--- config.mk ---
export PLATFORM = sky130hd
export DESIGN_NAME = tag_free_list
export DESIGN_NICKNAME = d
export VERILOG_FILES = /design/src/rtl/tag_free_list.sv
export SDC_FILE = /design/constraint.sdc
export NUM_CORES = 1
export LEC_CHECK = 0
export ABC_AREA = 1
export BUFFER_PORTS_ARGS = -buffer_cell sky130_fd_sc_hd__buf_2
export CAP_MARGIN = 10
export CORE_UTILIZATION = 65
export DETAILED_ROUTE_END_ITERATION = 6
export PLACE_DENSITY = 0.83
export SYNTH_ARGS = -nofsm -noshare
export SYNTH_HDL_FRONTEND = slang
export SYNTH_SLANG_ARGS = --single-unit
--- constraint.sdc ---
create_clock -name clock -period 4.7 [get_ports clock]
set_input_delay 0.705 -clock clock [delete_from_list [all_inputs] [get_ports clock]]
set_output_delay 0.705 -clock clock [all_outputs]
set_load 0.02 [all_outputs]
--- src/rtl/tag_free_list.sv ---
// Circular free list of the 32 five-bit rename tags.
// Dispatch pops the head tag (first-word-fall-through), commit pushes retired
// tags back, and flush restores the full tag set. Overflow and underflow
// attempts are recorded in sticky error flags that only reset clears.
module tag_free_list (
  input  logic       clock,
  input  logic       reset,
  input  logic       pop_fl,
  output logic [4:0] tag_fl,
  output logic       tag_valid_fl,
  input  logic       push_fl,
  input  logic [4:0] tag_in_fl,
  input  logic       flush_fl,
  output logic [5:0] count_fl,
  output logic       full_fl,
  output logic       empty_fl,
  output logic       ovf_err_fl,
  output logic       unf_err_fl
);

  localparam logic [5:0] DEPTH = 6'd32;

  // Reset/flush image of the storage: slot i holds tag i.
  function automatic logic [31:0][4:0] init_image();
    logic [31:0][4:0] img;
    for (int i = 0; i < 32; i++) begin
      img[i] = 5'(i);
    end
    return img;
  endfunction

  logic [31:0][4:0] mem_r;
  logic [4:0]       head_r;
  logic [4:0]       tail_r;
  logic [5:0]       count_r;
  logic             ovf_r;
  logic             unf_r;

  logic             full_s;
  logic             empty_s;
  logic             pop_ok_s;
  logic             push_ok_s;
  logic             pop_bad_s;
  logic             push_bad_s;
  logic [4:0]       head_nxt_s;
  logic [4:0]       tail_nxt_s;
  logic [5:0]       count_nxt_s;

  // Qualify push/pop against the occupancy seen at the start of the cycle;
  // flush suppresses both requests and their error reporting.
  always_comb begin
    full_s     = (count_r == DEPTH);
    empty_s    = (count_r == 6'd0);
    pop_ok_s   = 1'b0;
    push_ok_s  = 1'b0;
    pop_bad_s  = 1'b0;
    push_bad_s = 1'b0;
    if (!flush_fl) begin
      pop_ok_s   = pop_fl & ~empty_s;
      pop_bad_s  = pop_fl & empty_s;
      push_ok_s  = push_fl & ~full_s;
      push_bad_s = push_fl & full_s;
    end else begin
      pop_ok_s   = 1'b0;
      pop_bad_s  = 1'b0;
      push_ok_s  = 1'b0;
      push_bad_s = 1'b0;
    end
  end

  // Next head, tail and count; pointers wrap through natural 5-bit overflow.
  always_comb begin
    head_nxt_s  = head_r;
    tail_nxt_s  = tail_r;
    count_nxt_s = count_r;
    if (pop_ok_s) begin
      head_nxt_s = head_r + 5'd1;
    end else begin
      head_nxt_s = head_r;
    end
    if (push_ok_s) begin
      tail_nxt_s = tail_r + 5'd1;
    end else begin
      tail_nxt_s = tail_r;
    end
    case ({push_ok_s, pop_ok_s})
      2'b10:   count_nxt_s = count_r + 6'd1;
      2'b01:   count_nxt_s = count_r - 6'd1;
      2'b11:   count_nxt_s = count_r;
      2'b00:   count_nxt_s = count_r;
      default: count_nxt_s = count_r;
    endcase
  end

  // Pointer and occupancy registers; flush returns them to the reset state.
  always_ff @(posedge clock or negedge reset) begin
    if (!reset) begin
      head_r  <= 5'd0;
      tail_r  <= 5'd0;
      count_r <= DEPTH;
    end else if (flush_fl) begin
      head_r  <= 5'd0;
      tail_r  <= 5'd0;
      count_r <= DEPTH;
    end else begin
      head_r  <= head_nxt_s;
      tail_r  <= tail_nxt_s;
      count_r <= count_nxt_s;
    end
  end

  // Tag storage: reloaded with the identity image on reset/flush, written at the tail on push.
  always_ff @(posedge clock or negedge reset) begin
    if (!reset) begin
      mem_r <= init_image();
    end else if (flush_fl) begin
      mem_r <= init_image();
    end else if (push_ok_s) begin
      mem_r[tail_r] <= tag_in_fl;
    end else begin
      mem_r <= mem_r;
    end
  end

  // Sticky error flags; only reset clears them, flush leaves them alone.
  always_ff @(posedge clock or negedge reset) begin
    if (!reset) begin
      ovf_r <= 1'b0;
      unf_r <= 1'b0;
    end else begin
      ovf_r <= ovf_r | push_bad_s;
      unf_r <= unf_r | pop_bad_s;
    end
  end

  assign tag_fl       = mem_r[head_r];
  assign tag_valid_fl = ~empty_s;
  assign count_fl     = count_r;
  assign full_fl      = full_s;
  assign empty_fl     = empty_s;
  assign ovf_err_fl   = ovf_r;
  assign unf_err_fl   = unf_r;

endmodule

* Word-level counts from Yosys, hierarchy flattened *
Index checks and enable logic that the tools add are counted.

word-level totals
  register bits after elaboration = 178
  input bits = 10
  word-level logic and storage cells = 80

cells by class
  add/subtract/negate cells = 4
  $lt $le $gt $ge = 3
  eq/ne operators = 5
  muxes and demuxes = 17
  bitwise gates (word level) = 8
  reduce and logical (&&, ||, !) cells = 6

operators by type and width
  operator                                                    count
  2-to-1 mux 160 bit                                          2
  bitwise mux 160 bit                                         1
  2-to-1 mux 5 bit                                            6
  binary-select mux 5 bit (select 5 bit)                      1
  demux 5 bit (select 5 bit)                                  1
  less-than comparator 5 x 6 -> 1 bit, second input constant  2
  one-hot mux 6 bit (2 select lines)                          1
  adder 5 x 1 -> 5 bit, second input constant                 2
  adder 6 x 1 -> 6 bit, second input constant                 1
  equality test 6 bit, second input constant                  1
  logical NOT 6 bit                                           1
  2-to-1 mux 6 bit                                            1
  subtractor 6 x 1 -> 6 bit, second input constant            1
  >= comparator 5 x 1 -> 1 bit, second input constant         1
  AND 1 bit                                                   4
  equality test 2 bit, second input constant                  2
  2-to-1 mux 1 bit                                            4
  nonzero test 2 bit                                          2
  equality test 2 x 1 -> 1 bit, second input constant         1
  logical NOT 2 bit                                           1
  inequality test 2 x 1 -> 1 bit, second input constant       1
  inverter 1 bit                                              2
  OR 1 bit                                                    2
  OR reduction 2 bit                                          1
  logical AND 1 bit                                           1

* Depth between registers and ports, before layout *
  depth after elaboration = 7
  depth in mapped cells = 18
  depth with buffers taken out = 17

* Worst setup path before layout *
Ideal clock, no wire load.

  kind = in2reg
  start point = input flush_fl
  end point = register count_r[4], in the netlist count_fl[4]
  data arrival time = 2564 ps
  required time = 4572 ps
  slack = 2008 ps
  cell stages on the path = 18
  buffers on the path = 3
  path through = buf_2 > inv_1 > nand2_1 > nor2_1 > buf_4 > buf_2 > inv_1 > ha_1 > nand2_1 > inv_1 > nor2_1 > ha_1 > a21o_1 > nand3_1 > nand2_1 > nand2_1 > nand3_1 > o21ai_0

on the way
  cells in the longest elaborated chain, start to end = 4
  elaborated cells on any way between the ends = 10

RTL lines
  item                                                                             RTL line  RTL
  from (decl)                                                                      13        input logic flush_fl,
  2-to-1 mux 1 bit                                                                 58        if (!flush_fl) begin
  equality test 2 x 1 -> 1 bit, or another cell as far along                       86        case ({push_ok_s, pop_ok_s})
  one-hot mux 6 bit (2 select lines) / OR reduction 2 bit (equally long branches)  --
  2-to-1 mux 6 bit / inequality test 2 x 1 -> 1 bit (equally long branches)        --
  to (signal assigned)                                                             108       count_r <= count_nxt_s;
  to (decl)                                                                        35        logic [5:0] count_r;

Parallel ways exist; a longest one is shown, timed or not.
A chain may end at the register's enable or synchronous reset.

* Final worst setup path *
  start point = register head_r[0]
  end point = output tag_fl[2]

on the way
  cells in the longest elaborated chain, start to end = 2

RTL lines
  item                                    RTL line  RTL
  from (decl)                             33        logic [4:0] head_r;
  from (signal assigned)                  106       head_r <= head_nxt_s;
  binary-select mux 5 bit (select 5 bit)  136       assign tag_fl = mem_r[head_r];
  2-to-1 mux 5 bit (not written as such)  136
  to (decl)                               9         output logic [4:0] tag_fl,

Every way passes these cells. The select of a mux whose other input is x is not followed.

==> impl_metrics.yaml <==
layout:
  nNetsFinal: 1305
  area_growth_pct: 7.790
  utilization_pct: 71.39
  drive_above_1_share_pct: 14.02
  n_antenna_cell: 0
worst_setup_path:
  cp_max_fo: 89
  crit_family: "buffers and inverters"
  cp.arrival_ps: 2580
  required_ps: 3990
  path_common_cell: "nand2_1"
  crit_path_start_kind: "register"
  crit_chain: "buf_4 -> nand2_1 -> nand3_1 -> nand3_1 -> nand2_1 -> nor2_1 -> nand2_1 -> nand2_1 -> inv_1 -> buf_2"
  cp-end-kind: "output pin"
  crit_slowest_cell: "buf_4"
  crit_type: "register to output pin"
  r2r_cells: 17
  worstReg2RegEnd: "count_fl[4]"
  cp.buffers_inverters: 3
  r2r_slack_ps: 2030
  cpPeakStageDelay_ps: 720
  timing.rr.start: "count_fl[1]"
  worstSetupPathDepth: 10
synth:
  ys_ff_latch: 178
  synth_edf_count: 0
  synth_nets: 1317
  netlist_area_mm2: 0.009589
  yosys-top-cells-area: "dfrtp_1, dfstp_2, nand2_1, nand3_1, inv_1"
  async_flop_share_pct: 100.0
  synth_largest_area_cell: "dfrtp_1"
  synth_cells: 1297
  synth-main-ff-cell: "dfrtp_1"
  yosysSeqAreaShare_pct: 47.51
  ys_warn_count: 0
  yosysUniqueCellTypes: 33
  syn_avg_cell_area_um2: 7.393
  synth.top_cell.area_share_pct: 25.31
cts:
  cts_setup_buffers: 0
  cts_root_buffer: "clkbuf_16"
  cts.sinks: 178
  ctsResizeCount: 0
  cts_buffers: 17
  clock_path_buffers: 2
  cts_max_level: 4
  clk_latency_ps: 450
  cts.clk_slew.worst_paths_ps: 70
  postCtsHoldBufs: 0
  cts_tree: "done"
drt:
  wire_per_inst_um: 17.92
  drt_iter0_markers: 1284
  drcViolationCount: 0
  ant_nets: 0
  drt_wl_total_um: 26560
  via_count: 8891
  dr.pass1.iters: 6
  vias_per_cell: 5.999
global_route:
  grt_pass1_wl_um: 42520
  track_usage_pct: 36.92
  grt-ovfl-total: 0
  grt_max_degree: 94
  grt_pass1_vias: 8227
  antenna_found_initial: 0
timing:
  fin_crit_sh_pct: 69.80
  finalSetupTns_ps: 0
  timing.fmax_mhz: 304.8
  rsz0062_at_grt: "false"
  finClkSkew_ps: 10.94
  hold_viol: 0
  fin_crit_ps: 3281
  drv_slew: 0
  worstMarginPinSlew_ps: 1200
  timing.final.ws_setup_ps: 1419
  maxSlewHeadroom_pct: 19.73
  setup_viol: 0
pwr:
  p_total_mw: 4.443
  power.density_mw_per_mm2: 429.9
  p_leak_nw: 4.997
  max-vdd-ir-drop_mv: 0.3429
die:
  die_y_um: 123.5
  num_io_pins: 26
  core_area_mm2: 0.01448
  rows: 44
  die_x_um: 123.5
  start_util_pct: 66.23
  die_area_mm2: 0.01524
placed_design:
  dp_slack_ps: 1858
  dp_hpwl_um: 17030
  gp_congestion: 0.9154
  io_buffer_count: 25
hold_path:
  hold_path_class: "input port to asynchronous set/reset pin"
flow_run:
  cap_violations: 0
status:
  status: "finished clean"
-- cells in the mapped netlist (6+ instances only) --
cell / n
buf_1: 6
o22ai_1: 12
a41oi_1: 10
o21ai_1: 10
inv_1: 143
nor3_1: 9
nand3_1: 216
nor2_1: 117
nand2_2: 7
dfstp_2: 81
buf_2: 28
nand2_1: 347
clkbuf_1: 32
a21oi_1: 59
o21ai_0: 77
nor2_2: 7
dfrtp_1: 97
ha_1: 10
o21ai_2: 6
-- how the worst max path moves through the flow --
stage	end	slack (ps)	startpoint
after floorplan	count_fl[4]	2010	flush_fl
after CTS	tag_fl[2]	1490	head_r[0]
after detailed placement	count_fl[4]	1860	flush_fl
final	tag_fl[2]	1420	head_r[0]
after global routing	tag_fl[2]	1300	head_r[0]
after global placement	count_fl[4]	1900	flush_fl
-- routing by layer --
| layer | track usage (%) | share of wire [%] |
|---|---|---|
| met5 | 0 | 0 |
| met4 | 16.94 | 3.8 |
| met3 | 7.887 | 10 |
| met2 | 55.38 | 45 |
| met1 | 51.24 | 41 |
-- layout make-up --
class                      instances  area, µm²
inverter                         147      551.8
timing repair buffer              38      241.5
clock inverter                    15      150.1
tap                              184      230.2
clock buffer                      17      425.4
fill                            1159       4143
multi-input combinational        903       4180
sequential                       178       4557
-- power breakdown --
part | internal (mW) | total, mW | switching [mW]
Combinational | 0.315 | 1.25 | 0.932
Sequential | 1.70 | 1.78 | 0.0821
Clock | 0.745 | 1.41 | 0.667
-- cells in the final DEF (no fill, tap or decap), types with 2 or more instances in the layout --
cell,netlist,routed
buf_2,28,24
a41oi_1,10,10
buf_4,2,12
o21ai_1,10,10
clkinv_1,3,3
a21oi_1,59,59
clkinv_4,0,4
nor2_1,117,116
nor2_2,7,7
ha_1,10,10
o21ai_2,6,6
o21ai_0,77,77
nand3_1,216,216
inv_2,1,3
nand4_1,3,3
nand2_1,347,347
clkbuf_16,0,17
nand3_2,3,3
dfstp_2,81,81
o21bai_1,2,2
clkinvlp_4,0,3
xnor2_1,2,2
nand2_2,7,7
inv_6,0,4
o22ai_1,12,12
nor3_1,9,9
inv_1,143,141
dfrtp_1,97,96
inv_8,0,2
-- through the flow --
stage	hold WS, ps	std cells	cell area (µm²)
global placement	446.3	1450	9761
floorplan	409.4	1297	9589
global route	396.7	1482	10340
finish	324.2	1482	10340
CTS	378.3	1482	10340
detailed placement	457.5	1450	9761
-- state kept, by name (all words and copies together), names as in the netlist --
register	count
ovf_err_fl	1
unf_err_fl	1
mem_r	160
head_r	5
tail_r	5
count_fl	6
-- cell families (layout without fill, tap and decap cells) --
family | Yosys count | count (layout) | share of synthesized area, %
DFF | 178 | 178 | 47.51
and+or+nand+nor | 712 | 712 | 31.75
adders and majority gates | 10 | 10 | 1.305
buffers and inverters | 216 | 217 | 8.977
xor gates and xnor gates | 2 | 2 | 0.1827
AOI/OAI and AO/OA | 179 | 179 | 10.28
(Power assumes the default switching activity.)
